**src/rtl/pipe_stage_skid_reg.sv**
```systemverilog
// Pipeline stage register with valid/ready handshake, 2-entry skid buffer and registered in_ready.
// Optional STAGE_PERF_EN macro adds saturating stall/bubble counters.
module pipe_stage_skid_reg #(
    parameter int unsigned       CTRL_W   = 8,
    parameter int unsigned       DATA_W   = 128,
    parameter logic [CTRL_W-1:0] CTRL_RST = '0
) (
    input  logic              clk,
    input  logic              rst,
    input  logic              flush,
    input  logic              in_valid,
    output logic              in_ready,
    input  logic [CTRL_W-1:0] in_ctrl,
    input  logic [DATA_W-1:0] in_data,
    output logic              out_valid,
    input  logic              out_ready,
    output logic [CTRL_W-1:0] out_ctrl,
    output logic [DATA_W-1:0] out_data,
    output logic [1:0]        occupancy
`ifdef STAGE_PERF_EN
    ,
    output logic [31:0]       stall_cnt,
    output logic [31:0]       bubble_cnt
`endif
);

    typedef enum logic [1:0] {StEmpty, StOne, StTwo} state_e;

    state_e             state_q;
    logic               in_ready_q;
    logic [CTRL_W-1:0]  main_ctrl_q, skid_ctrl_q;
    logic [DATA_W-1:0]  main_data_q, skid_data_q;
    logic               accept, pop;

    assign in_ready  = in_ready_q;
    assign out_valid = (state_q != StEmpty);
    assign accept    = in_valid & in_ready_q;
    assign pop       = out_valid & out_ready;

    // Bubbles present CTRL_RST so a stale main register never leaks control bits.
    assign out_ctrl  = out_valid ? main_ctrl_q : CTRL_RST;
    assign out_data  = main_data_q;

    always_comb begin
        occupancy = 2'd0;
        unique case (state_q)
            StOne:   occupancy = 2'd1;
            StTwo:   occupancy = 2'd2;
            default: occupancy = 2'd0;
        endcase
    end

    // in_ready_q always tracks (next state != StTwo).
    always_ff @(posedge clk or posedge rst) begin
        if (rst) begin
            state_q     <= StEmpty;
            in_ready_q  <= 1'b1;
            main_ctrl_q <= '0;
            main_data_q <= '0;
            skid_ctrl_q <= '0;
            skid_data_q <= '0;
        end else if (flush) begin
            state_q    <= StEmpty;
            in_ready_q <= 1'b1;
        end else begin
            unique case (state_q)
                StEmpty: begin
                    if (accept) begin
                        state_q     <= StOne;
                        main_ctrl_q <= in_ctrl;
                        main_data_q <= in_data;
                    end
                end
                StOne: begin
                    if (accept && pop) begin
                        main_ctrl_q <= in_ctrl;
                        main_data_q <= in_data;
                    end else if (accept) begin
                        state_q     <= StTwo;
                        in_ready_q  <= 1'b0;
                        skid_ctrl_q <= in_ctrl;
                        skid_data_q <= in_data;
                    end else if (pop) begin
                        state_q <= StEmpty;
                    end
                end
                StTwo: begin
                    if (pop) begin
                        state_q     <= StOne;
                        in_ready_q  <= 1'b1;
                        main_ctrl_q <= skid_ctrl_q;
                        main_data_q <= skid_data_q;
                    end
                end
                default: begin
                    state_q    <= StEmpty;
                    in_ready_q <= 1'b1;
                end
            endcase
        end
    end

`ifdef STAGE_PERF_EN
    // Counters survive flush; only rst clears them.
    always_ff @(posedge clk or posedge rst) begin
        if (rst) begin
            stall_cnt  <= '0;
            bubble_cnt <= '0;
        end else begin
            if (out_valid && !out_ready && (stall_cnt != 32'hFFFF_FFFF)) begin
                stall_cnt <= stall_cnt + 32'd1;
            end
            if (!out_valid && (bubble_cnt != 32'hFFFF_FFFF)) begin
                bubble_cnt <= bubble_cnt + 32'd1;
            end
        end
    end
`endif

endmodule

```
**config.mk**
```make
export PLATFORM = sky130hd
export DESIGN_NAME = pipe_stage_skid_reg
export DESIGN_NICKNAME = d
export VERILOG_FILES = /design/src/rtl/pipe_stage_skid_reg.sv
export SDC_FILE = /design/constraint.sdc
export NUM_CORES = 1
export LEC_CHECK = 0
export CAP_MARGIN = 20
export CORE_MARGIN = 2
export CORE_UTILIZATION = 38
export CTS_CLUSTER_DIAMETER = 100
export CTS_CLUSTER_SIZE = 24
export DETAILED_ROUTE_END_ITERATION = 10
export RECOVER_POWER = 50
export SYNTH_ARGS = -nofsm -noshare
export SYNTH_HDL_FRONTEND = slang
export SYNTH_SLANG_ARGS = --single-unit
```
**constraint.sdc**
```tcl
create_clock -name clk -period 13.2 [get_ports clk]
set_input_delay 2.64 -clock clk [delete_from_list [all_inputs] [get_ports clk]]
set_output_delay 2.64 -clock clk [all_outputs]
set_load 0.03 [all_outputs]
```
After elaboration in Yosys (flattened, before gate mapping)
Cells that the tools add are included.
- bitwise operators: 4
- magnitude comparators: 0
- $mul: 0
- shifts and indexed selects: 0
- reduce and logical (&&, ||, !) cells: 8
- divide/modulo/power cells: 0
- $add $sub $neg: 0
- multiplexer cells: 22
- equality and inequality tests: 11
- operators with widths (kind ; count):
    $mux W128 ; 3
    $pmux W128 S3 ; 1
    $mux W8 ; 4
    $pmux W8 S3 ; 1
    $mux W2 ; 6
    $ne A3 B3 Y1 const B ; 4
    $reduce_and A4 Y1 ; 3
    $ne A2 B2 Y1 const B ; 4
    $pmux W2 S3 ; 1
    $reduce_and A5 Y1 ; 1
    $mux W1 ; 4
    $ne A4 B4 Y1 const B ; 1
    $pmux W2 S2 ; 1
    $pmux W1 S3 ; 1
    $reduce_bool A3 Y1 ; 1
    $and A1 B1 Y1 ; 2
    $eq A2 B1 Y1 const B ; 1
    $eq A2 B2 Y1 const B ; 1
    $logic_not A2 Y1 ; 1
    $not A1 Y1 ; 2
    $reduce_bool A2 Y1 ; 1
    $logic_and A1 B1 Y1 ; 1
- output and inout port bits: 140
- bits of input ports: 141
- memories kept: 0
- bits in writable memories: 0
- register bits after elaboration: 275
- ROM bits: 0
- bits in latches: 0

Longest topological paths before layout
Gate-level depths: netlist of run 1.
- depth in word-level cells: 7
- depth in mapped cells: 8
- mapped depth without buffers: 4

Worst setup path after synthesis of run 1
No wires, ideal clock.
- path kind: register -> output
- from: register state_q[0]
- to: output port occupancy[1]
- path buffers: 2
- cell stages (with the launch flop): 5
- setup slack: 9.466 ns
- arrival time: 1.094 ns
- cell sequence: dfrtp_1 nand2b_1 buf_2 inv_2 buf_2
- cells in the longest elaborated chain, start to end: 2
- elaborated cells on any way between the ends: 3
- classes of those cells: 2 x eq/ne; 1 x mux
- RTL lines (element ; line ; text):
    start: declaration ; 29 ; state_e state_q;
    start signal: assignment ; 56 ; state_q <= StEmpty;
    start signal: assignment ; 63 ; state_q <= StEmpty;
    start signal: assignment ; 69 ; state_q <= StOne;
    $eq A2 B2 Y1 / $eq A2 B1 Y1 (equally long branches) ; 46 ; unique case (state_q)
    $pmux W2 S2 (*) ; 46 ;
    end: declaration ; 19 ; output logic [1:0] occupancy
Every way passes the cells marked *; elsewhere a longest branch is shown, timed or not.

==> results of run 1 <==
==> cells by family after synthesis <==
kind of cell | after synthesis
flops | 275
buf+inv | 64
compound gates | 142
simple gates | 158
mux | 272
==> metrics by stage <==
| step | hold WS (ns) | power [mW] | worst slack (ns) |
|---|---|---|---|
| after floorplan | 0.479 | 1.68 | 2.98 |
| after global placement | 0.487 | 1.98 | 7.62 |
| after detailed placement | 0.493 | 2.00 | 7.58 |
| after CTS | 0.513 | 2.50 | 7.92 |
| after global routing | 0.524 | 2.58 | 5.05 |
| final | 0.508 | 2.44 | 6.01 |
==> path summary, 6_finish.rpt <==
kind	end	depth (start not counted)	startpoint	slack (ns)
hold / removal	skid_data_q[102]	1	skid_data_q[102]	0.51
max in group clk	out_data[43]	7	out_ready	6.55
hold reg to reg	skid_data_q[102]	1	skid_data_q[102]	0.51
setup reg to reg	out_data[43]	6	state_q[1]	8.73
setup / recovery	skid_data_q[61]	3	rst	6.01
min in group asynchronous	out_data[69]	2	rst	4.44
==> per-layer routing <==
layer | up-vias | track usage [%] | share of wire (%)
met3 | 26 | 5.26 | 8.9
met1 | 3774 | 22.4 | 45
met2 | 186 | 25.1 | 45
li1 | 3662 | - | -
met5 | - | 0 | 0
met4 | 0 | 3.01 | 1.4
==> sequential cells by signal (all words and copies together), names as in the netlist <==
signal / flops
main_ctrl_q: 8
skid_data_q: 128
skid_ctrl_q: 8
out_data: 128
state_q: 2
in_ready: 1
==> cell usage in the layout, fill, tap and decap left out, types with 2 or more instances in the layout <==
master	instances
dfrtp_1	274
clkdlybuf4s50_1	187
nor2_1	138
a21oi_1	137
mux2_2	136
mux2i_1	136
dlygate4sd3_1	93
clkbuf_16	15
nor2b_1	9
clkbuf_1	7
buf_4	7
nand2_1	3
buf_16	2
==> layout make-up <==
type | count | share of cell area [%]
antenna | 1 | 0.0167
clock inverter | 1 | 0.108
multi-input combinational | 572 | 28.5
sequential | 275 | 45.9
tap | 396 | 3.30
timing repair buffer | 292 | 19.5
inverter | 3 | 0.117
clock buffer | 19 | 2.60
==> power by group through the flow <==
stage | sequential (mW) | clock, mW | combinational (mW)
floorplan | 1.38 | 0 | 0.297
detailed placement | 1.22 | 0 | 0.779
global placement | 1.21 | 0 | 0.767
finish | 1.20 | 0.485 | 0.749
CTS | 1.20 | 0.510 | 0.781
global route | 1.23 | 0.539 | 0.811
==> synth_stat cells, types with 2 or more instances <==
master	count	area, um2
dfrtp_1	274	6860
nand2_1	3	11.3
a31oi_1	2	12.5
inv_1	2	7.51
buf_6	22	248
nor2_1	138	518
buf_4	16	120
mux2i_1	136	1360
a21oi_1	137	686
nor2b_1	9	56.3
buf_2	21	105
mux2_2	136	1530
==> results.md, run 1 <==
Finish:
- The final net count is 1300.
- The layout has 2780 filler cells.
- The multi-input combinational cells in the finished layout cover a total of 4270 um2.
- The design area is 15000 um2.
- The final standard cell utilization of the core is 49.4%.
- Compared with the post-synthesis result, the final layout area differs by 28.8%.
- In the final layout, the share of cells above drive strength 1 is 14.3%.
- The final non-filler cell total is 1559.
- The flip-flop and latch area is 6880 um2.

Hold path:
- The type of the most critical hold path is flip-flop to flip-flop.

Placed design:
- The final estimated routing congestion in global placement is 0.766.
- Detailed placement ended at an HPWL of 17.0 mm.
- Once placement finished, the instance area stood at 14500 um2.
- In this run the tool buffered the top-level ports with 280 buffer cells.
- The placed cell count is 1535.

Route:
- Once detail routing completed, the nets flagged for antenna violations numbered 0.
- The count of routing violations after the opening detailed-route iteration is 431.
- Dividing the detail-routed via count by the number of cells gives 4.91.
- After detailed routing, the average wire length per cell comes to 17.1 um.
- The total routed wirelength is 26.6 mm.
- For this run, the detailed router's first-pass iteration total came to 5.
- The final routed DRC violation total is 0.
- Across all layers, the routed design uses 7648 vias.

Logic synthesis:
- The synthesized netlist devotes 5.52% of its cell area to simple gates.
- The share of synthesized registers carrying an async set or reset is 100%.
- The synthesized-area fraction occupied by xor and xnor cells is 0%.
- The flip-flop cell with the highest count after synthesis is dfrtp_1.
- The combined area of all synthesized cells is 11600 um2.
- The adder-cell share of the synthesized area is 0%.
- The multiplexer share of the synthesized area is 24.8%.
- For this run, the number of Yosys warnings is 0.
- Counting flops with a built-in enable in the synthesized netlist gives 0.
- The number of distinct standard cells referenced by the synthesized netlist is 27.
- Synthesis inferred 275 register bits.
- The synthesized netlist devotes 6.19% of its cell area to compound gates.
- The post-synth net total is 1052.
- The mean post-synth cell area is 12.8 um2.
- For this run, the register share of the synthesized area comes to 59.1%.
- After synthesis, the largest family of logic cells by area is multiplexers.
- The cell count after synthesis came out at 911.

Setup path:
- The signal on the critical path passes through dlygate4sd3_1, clkinvlp_2, buf_4.
- For the worst setup path, the data required time is 13.69 ns.
- The worst setup path is of the input pin to asynchronous set/reset pin kind.
- STA classifies the critical path startpoint as an input pin.
- The dominant delay contributor by cell family on the critical path is buffers and inverters.
- In this run the worst path has a maximum fanout of 128.
- The largest stage delay on the critical path is 3.24 ns.
- The critical path data arrival time is 7.69 ns.
- The cell with the largest stage delay on the worst path is clkinvlp_2.
- STA classifies the critical path endpoint as an asynchronous set/reset pin.
- Counting both buffers and inverters, the worst setup path holds a total of 3.

STA:
- The share of the clock period used by the worst path is 54.5%.
- The total of endpoints with negative setup slack in the final report is 0.
- Setup repair after global routing left no endpoint under its margin.
- Adding up every negative setup slack in the final design gives 0 ns.
- The final critical-path required period is 7.19 ns.
- The count of endpoints failing hold in the final timing report is 0.
- The worst pin sits at a relative slew slack of -290%.
- The final clock skew is 0.0155 ns.
- Timing would allow up to 139 MHz.
- The slew of the pin with the lowest slew margin is 5.82 ns.
- The number of max-slew violations in the final report came to 198.

Power:
- The share of total power dissipated in combinational logic is 30.8%.
- The share of total power in sequential cells is 49.3%.
- Of the total power, the clock network draws 19.9%.
- The maximum ir drop on the vdd rail is 0.0886 mV.
- The cell-internal power is 1.65 mW.
- The static leakage is 6.18 nW.
- Net switching is 32.4% of the power.
- The cell area power density is 162 nW/um2.
- The total net switching power is 0.789 mW.

Die:
- The top-level port count is 281.
- The row count is 64.
- The starting utilization of the core area is 38.4%.
- The width of the chip is 179 um.
- The floorplan step defined a die boundary enclosing 32100 um2.
- From bottom edge to top edge, the die measures 179 um.
- The core region is 30300 um2.

Clock network:
- The number of buffers between clock root and the deepest sink is 3.
- CTS saw 275 sinks.
- The cell chosen for the clock root is clkbuf_16.
- The number of setup buffers added after CTS is 0.
- The later pin in the worst-skew pair is clocked with a latency of 0.48 ns.
- TritonCTS built the clock tree.
- Buffers inserted to repair hold after CTS numbered 0.
- In this run, post-CTS repair resized a total of 0 instances.
- Counting the buffers created by CTS gives 15.
- After clock tree synthesis, the clock-pin slew on the worst setup and hold paths is 0.09 ns.
- CTS built an H-tree with a depth of 1.

Run:
- The total of max-cap violations is 2.

Status:
- The run finished, with violations left.
- The final reports fail on capacitance limit, slew limit.

Global route:
- The number of antenna violations at the first check in global routing is 1.
- The total overflow left after global routing is 0.
- Entering global routing, the biggest net connects 129 pins.
- The first-pass GRT wire length is 41.4 mm.
- Across every metal layer, demand over resource in global routing totals 16.2%.
- The number of global-route vias before repair is 7535.
No activity file was read; power rests on OpenSTA's default activity.
==> inputs of run 2 (changes only) <==
--- a/config.mk
+++ b/config.mk
@@ -11,6 +11,7 @@
 export CTS_CLUSTER_DIAMETER = 100
 export CTS_CLUSTER_SIZE = 24
 export DETAILED_ROUTE_END_ITERATION = 10
+export PLACE_DENSITY = 0.66
 export RECOVER_POWER = 50
 export SYNTH_ARGS = -nofsm -noshare
 export SYNTH_HDL_FRONTEND = slang
==> constraint.sdc (replaced) <==
create_clock -name clk -period 6.1 [get_ports clk]
set_input_delay 1.22 -clock clk [delete_from_list [all_inputs] [get_ports clk]]
set_output_delay 1.22 -clock clk [all_outputs]
set_load 0.03 [all_outputs]
==> results.md, run 2 (synthesis gave the netlist of run 1 again) <==
Finish:
- The final non-filler cell total was 1558 (was 1559).
- The count of fill cells added during filler insertion is 2748 (was 2780).
- The layout overhead on the synthesized area is 28.5% (was 28.8%).
- The final net count is 1296 (was 1300).
- The design area is 15000 um2 (about the same).
- Highest-count cells in the layout ignoring fill and taps: clkdlybuf4s50_1, dfrtp_1, nor2_1 (was dfrtp_1, clkdlybuf4s50_1, nor2_1).
- The most common cell after layout, fill and taps aside is clkdlybuf4s50_1 (was dfrtp_1).
- The layout cell share with drive strength beyond 1 came to 14.3% (about the same).

Placed design:
- The placed cell count is 1534 (was 1535).
- The detailed placement HPWL was 16.6 mm (was 17.0 mm).
- The final estimated routing congestion in global placement is 0.715 (was 0.766).
- The count of port buffers added during placement is 280 (unchanged).
- The cell area after placement is 14600 um2 (was 14500 um2).

Status:
- Status: finished with violations (unchanged).
- Violated checks: capacitance limit, slew limit (unchanged).

Route:
- The number of nets with antenna violations after detailed routing was 0 (unchanged).
- The average wire per cell in the routed design came to 16.7 um (was 17.1 um).
- The total routed wirelength is 26.0 mm (was 26.6 mm).
- The count of vias placed by the detailed router is 7604 (was 7648).
- The average vias per placed instance was 4.88 (was 4.91).
- The final routed DRC violation total is 0 (unchanged).
- The number of detailed-route iterations in the first pass was 4 (was 5).
- The count of routing violations after the opening detailed-route iteration was 378 (was 431).

Clock network:
- The hold-fix buffer count after cts came to 0 (unchanged).
- The number of setup buffers added after CTS is 0 (unchanged).
- The insertion delay of the later-clocked pin in the worst-skew pair is 0.49 ns (was 0.48 ns).
- The CTS tree is yes (unchanged).
- The cell chosen for the clock root is clkbuf_16 (unchanged).
- The number of buffers between clock root and the deepest sink is 3 (unchanged).
- The number of buffers added by the clock tree synthesis step is 15 (unchanged).
- The maximum level of the CTS H-tree is 1 (unchanged).
- The post-cts gate resize count is 0 (unchanged).
- The clock sink total is 275 (unchanged).
- The clock-pin transition on the worst setup and hold timing paths is 0.09 ns (about the same).

Global route:
- The maximum number of pins on one net before global-route repair is 175 (was 129).
- The number of antenna violations at the first check in global routing came to 3 (was 1).
- The total global-route track usage came to 15.8% (was 16.2%).
- The number of global-route vias before repair came to 7447 (was 7535).
- The first-pass GRT wire length is 40.3 mm (was 41.4 mm).
- The global-route congestion overflow total is 0 (unchanged).

Setup path:
- The endpoint type of the worst setup path was a flip-flop (was asynchronous set/reset pin).
- The critical path class was input pin to flip-flop (was input pin to asynchronous set/reset pin).
- The slack of the worst reg-to-reg path is 2.13 ns (was 8.73 ns).
- The worst-path maximum fanout was 174 (was 128).
- The reg-to-reg startpoint is in_ready (was state_q[1]).
- The type of element launching the critical path is an input pin (unchanged).
- The end of the worst register-to-register path is out_data[81] (was out_data[43]).
- The required time of the critical path is 6.31 ns (was 13.69 ns).
- The critical path data arrival time was 4.97 ns (was 7.69 ns).
- The worst reg2reg path depth is 4 (was 6).

Power:
- The maximum ir drop on the vdd rail came to 0.175 mV (was 0.0886 mV).
- The static leakage came to 6.22 nW (was 6.18 nW).
- The cell area power density is 357 nW/um2 (was 162 nW/um2).

STA:
- The slew of the pin with the lowest slew margin is 3.41 ns (was 5.82 ns).
- The maximum operating frequency is 210 MHz.
- The sum of negative setup slack is 0 ns (unchanged).
- The normalized max-slew margin was -127% (was -290%).
- The count of endpoints failing hold in the final timing report is 0 (unchanged).
- The worst hold slack across all endpoints is 0.511 ns (was 0.508 ns).
- The routed design could run at a clock period as short as 4.75 ns.
- In the finished design, the share of the clock period the worst path needs comes to 77.9%.
- The total of endpoints with negative setup slack in the final report is 0 (unchanged).
- The number of max-slew violations in the final report is 387 (was 198).
- The final clock skew is 0.0114 ns (was 0.0155 ns).
- Setup repair after global routing missed its margin: no (unchanged).

Die:
- The row count is 64 (unchanged).
- The starting utilization of the core area came to 38.4% (unchanged).
- The area of the placeable core is 30300 um2 (unchanged).
- The y dimension of the die is 179 um (unchanged).
- The die area came to 32100 um2 (unchanged).
- The width of the chip was 179 um (unchanged).
- The top-level port count is 281 (unchanged).

Hold path:
- The terminating pin of the worst hold path is skid_data_q[42] (was skid_data_q[102]).
- The hold path startpoint is skid_data_q[42] (was skid_data_q[102]).
- The type of the most critical hold path was flip-flop to flip-flop (unchanged).
- The hold path depth is 1 (unchanged).

Run:
- The total of max-cap violations is 3 (was 2).
-- run 2: changes by cell type in the layout (fill, tap and decap cells not counted), sizes merged --
cell	before	now
clkbuf	22	23
dlygate4sd3	93	1
buf	9	5
clkdlybuf4s50	187	279
diode	1	3
-- run 2: worst max-delay path, stage by stage --
cell and delay, ns:
dlygate4sd3_1 0.65, nand3b_1 0.20, a31oi_4 0.20, clkbuf_2 2.38
a21oi_1 0.20
-- run 2: metrics by stage --
stage | power, mW | worst slack (ns) | util (%)
after floorplan | 3.64 | 1.24 | -
after global placement | 4.28 | 2.54 | 48.1
after detailed placement | 4.33 | 2.52 | 48.1
after CTS | 5.42 | 1.98 | 49.4
after global routing | 5.65 | 0.956 | 49.3
final | 5.34 | 1.35 | 49.3
-- run 2: power by group --
| part | switching, mW | internal, mW | total, mW | leakage [nW] |
|---|---|---|---|---|
| Clock | 0.588 | 0.472 | 1.06 | 0.204 |
| Sequential | 0.255 | 2.34 | 2.60 | 3.21 |
| Combinational | 0.868 | 0.812 | 1.68 | 2.80 |
| Total | 1.71 | 3.63 | 5.34 | 6.22 |
-- run 2: worst max-delay path by stage --
stage | cells after the start | startpoint | end | slack [ns]
2_1_floorplan | 1 | rst | main_ctrl_q[0] | 1.24
3_3_place_gp | 4 | state_q[0] | occupancy[1] | 2.54
3_5_place_dp | 4 | state_q[0] | occupancy[1] | 2.52
4_1_cts | 4 | state_q[0] | occupancy[1] | 1.98
5_1_grt | 6 | out_ready | out_data[57] | 0.96
6_report | 5 | out_ready | out_data[81] | 1.35
-- run 2: layout make-up --
| type | instances | area [um2] | share of cell area (%) |
|---|---|---|---|
| Sequential cell | 275 | 6880 | 46.0 |
| Clock inverter | 1 | 16.3 | 0.109 |
| Inverter | 3 | 17.5 | 0.117 |
| Timing Repair Buffer | 288 | 2870 | 19.2 |
| Tap cell | 396 | 495 | 3.31 |
| Clock buffer | 20 | 404 | 2.70 |
| Antenna cell | 3 | 7.51 | 0.0502 |
| Multi-Input combinational cell | 572 | 4270 | 28.6 |
-- run 2: layer usage --
layer	routed length [um]	GRT usage [%]	part of all wire [%]
met4	643	4.40	2.5
met2	12100	25.3	46
met5	0	0	0
met3	2210	4.88	8.5
met1	11100	20.6	43
==> inputs of run 3 (changes only) <==
--- a/config.mk
+++ b/config.mk
@@ -11,7 +11,6 @@
 export CTS_CLUSTER_DIAMETER = 100
 export CTS_CLUSTER_SIZE = 24
 export DETAILED_ROUTE_END_ITERATION = 10
-export PLACE_DENSITY = 0.66
 export RECOVER_POWER = 50
 export SYNTH_ARGS = -nofsm -noshare
 export SYNTH_HDL_FRONTEND = slang
==> constraint.sdc (replaced) <==
create_clock -name clk -period 4.7 [get_ports clk]
set_input_delay 0.94 -clock clk [delete_from_list [all_inputs] [get_ports clk]]
set_output_delay 0.94 -clock clk [all_outputs]
set_load 0.03 [all_outputs]
==> results.md, run 3 (synthesis gave the netlist of run 1 again) <==
Finish:
- The most common cell after layout, fill and taps aside is clkdlybuf4s50_1 (unchanged).
- The area of the multi-input gates is 4260 um2 (was 4270 um2).
- The layout cell share with drive strength beyond 1 is 14.4% (was 14.3%).
- The layout overhead on the synthesized area is 29.0% (was 28.5%).
- The count of fill cells added during filler insertion is 2756 (was 2748).
- Highest-count cells in the layout ignoring fill and taps: clkdlybuf4s50_1, dfrtp_1, nor2_1 (unchanged).
- The flip-flop and latch area is 6880 um2 (unchanged).
- The final net count is 1305 (was 1296).
- The final non-filler cell total came to 1564 (was 1558).

Route:
- The total routed wirelength is 26.4 mm (was 26.0 mm).
- The average wire per cell in the routed design came to 16.9 um (was 16.7 um).
- The average vias per placed instance is 4.92 (was 4.88).
- The count of routing violations after the opening detailed-route iteration is 508 (was 378).
- The number of detailed-route iterations in the first pass is 4 (unchanged).
- The number of nets with antenna violations after detailed routing is 0 (unchanged).
- The final routed DRC violation total is 0 (unchanged).
- The count of vias placed by the detailed router came to 7698 (was 7604).

STA:
- The count of endpoints failing hold in the final timing report is 0 (unchanged).
- The normalized max-slew margin was -51.7% (was -127%).
- The slew of the pin with the lowest slew margin is 2.28 ns (was 3.41 ns).
- The sum of negative setup slack is 0 ns (unchanged).
- The final clock skew is 0.0249 ns (was 0.0114 ns).
- The share of the clock period used by the worst path is 76.8%.
- The maximum operating frequency is 277 MHz.
- The number of max-slew violations in the final report is 113 (was 387).
- Setup repair after global routing missed its margin: no (unchanged).
- For the finished layout, the period the worst path requires is 3.61 ns.
- The total of endpoints with negative setup slack in the final report is 0 (unchanged).

Global route:
- The number of antenna violations at the first check in global routing is 2 (was 3).
- The maximum number of pins on one net before global-route repair was 141 (was 175).
- The total global-route track usage came to 16.0% (was 15.8%).
- The number of global-route vias before repair came to 7508 (was 7447).
- The global-route congestion overflow total is 0 (unchanged).
- The first-pass GRT wire length came to 40.7 mm (was 40.3 mm).

Power:
- The cell area power density was 460 nW/um2 (was 357 nW/um2).
- The maximum ir drop on the vdd rail is 0.260 mV (was 0.175 mV).
- The overall power consumption is 6.92 mW (was 5.34 mW).
- The static leakage is 6.25 nW (was 6.22 nW).

Status:
- Violated checks: capacitance limit, slew limit (unchanged).
- Status: finished with violations (unchanged).

Clock network:
- The number of buffers added by the clock tree synthesis step was 15 (unchanged).
- The hold-fix buffer count after cts is 0 (unchanged).
- The clock sink total was 275 (unchanged).
- The post-cts gate resize count is 0 (unchanged).
- The CTS tree was yes (unchanged).
- The number of setup buffers added after CTS is 0 (unchanged).
- The clock-pin transition on the worst setup and hold timing paths is 0.09 ns (about the same).
- The number of buffers between clock root and the deepest sink is 3 (unchanged).
- The insertion delay of the later-clocked pin in the worst-skew pair is 0.50 ns (was 0.49 ns).
- The cell chosen for the clock root is clkbuf_16 (unchanged).
- The maximum level of the CTS H-tree is 1 (unchanged).

Die:
- The die area is 32100 um2 (unchanged).
- The starting utilization of the core area is 38.4% (unchanged).
- The area of the placeable core is 30300 um2 (unchanged).
- The top-level port count is 281 (unchanged).
- The width of the chip was 179 um (unchanged).
- The row count is 64 (unchanged).
- The y dimension of the die is 179 um (unchanged).

Setup path:
- The required time of the critical path is 5.07 ns (was 6.31 ns).
- The critical path class was input pin to flip-flop (unchanged).
- The critical path data arrival time is 3.98 ns (was 4.97 ns).
- The endpoint type of the worst setup path is a flip-flop (unchanged).
- The worst reg2reg path depth is 4 (unchanged).
- The end of the worst register-to-register path is skid_data_q[51] (was out_data[81]).
- The worst-path maximum fanout is 75 (was 174).
- The type of element launching the critical path is an input pin (unchanged).
- The slack of the worst reg-to-reg path came to 1.76 ns (was 2.13 ns).
- The reg-to-reg startpoint is state_q[0] (was in_ready).

Hold path:
- The type of the most critical hold path was flip-flop to flip-flop (unchanged).
- The hold path depth came to 1 (unchanged).
- The terminating pin of the worst hold path is skid_data_q[110] (was skid_data_q[42]).
- The hold path startpoint is skid_data_q[110] (was skid_data_q[42]).

Placed design:
- The count of port buffers added during placement is 280 (unchanged).
- The placed cell count is 1541 (was 1534).
- The detailed placement HPWL is 17.2 mm (was 16.6 mm).
- The final estimated routing congestion in global placement is 0.701 (was 0.715).

Run:
- The total of max-cap violations is 2 (was 3).
==> run 3: changes by cell type in the layout (fill, tap and decap cells not counted) <==
cell and delta:
clkbuf_1 +5, dlygate4sd3_1 +1, a31oi_1 +1, buf_4 +1
clkdlybuf4s50_1 -1, a31oi_4 -1, clkbuf_8 -1, buf_12 +3
diode_2 -2
==> run 3: layout make-up <==
class                   instances  share of cell area (%)
diodes                          1                  0.0167
clock buffers                  19                    2.60
clock inverters                 1                   0.108
inverters                       3                   0.117
multi-input cells             572                    28.4
flip-flops and latches        275                    45.8
well taps                     396                    3.30
repair buffers                297                    19.7
==> run 3: stage by stage <==
step	hold WS (ns)	worst slack, ns	cell area (um2)	utilization [%]
floorplan	0.479	0.123	11600	-
global placement	0.486	1.51	14700	48.3
detailed placement	0.491	1.48	14700	48.3
CTS	0.510	1.02	15100	49.6
global route	0.518	0.668	15000	49.5
finish	0.507	1.09	15000	49.5
==> run 3: worst max path at each step <==
| stage | from | endpoint | slack, ns | cells past startpoint |
|---|---|---|---|---|
| final | out_ready | skid_data_q[51] | 1.09 | 5 |
| after global placement | out_ready | skid_data_q[54] | 1.51 | 5 |
| after CTS | state_q[1] | out_ctrl[1] | 1.02 | 3 |
| after detailed placement | out_ready | skid_data_q[71] | 1.48 | 5 |
| after floorplan | rst | main_ctrl_q[0] | 0.12 | 1 |
| after global routing | rst | skid_data_q[25] | 0.67 | 4 |
==> run 3: routing by layer <==
metal  track usage [%]  share of wire (%)
met2              25.6                 45
met4              4.03                2.4
met3              4.52                7.6
met1              21.5                 45
met5                 0              0.027
==> run 3: report_power, final <==
part           switching (mW)  internal, mW
clock                   0.771         0.596
combinational            1.11          1.05
sequential              0.344          3.04
==> run 3: worst max-delay path, cell delays in order <==
cell and delay [ns]:
dlygate4sd3_1 0.64, and2b_1 0.24, nand4_1 0.11, clkbuf_2 1.48, mux2_2 0.45
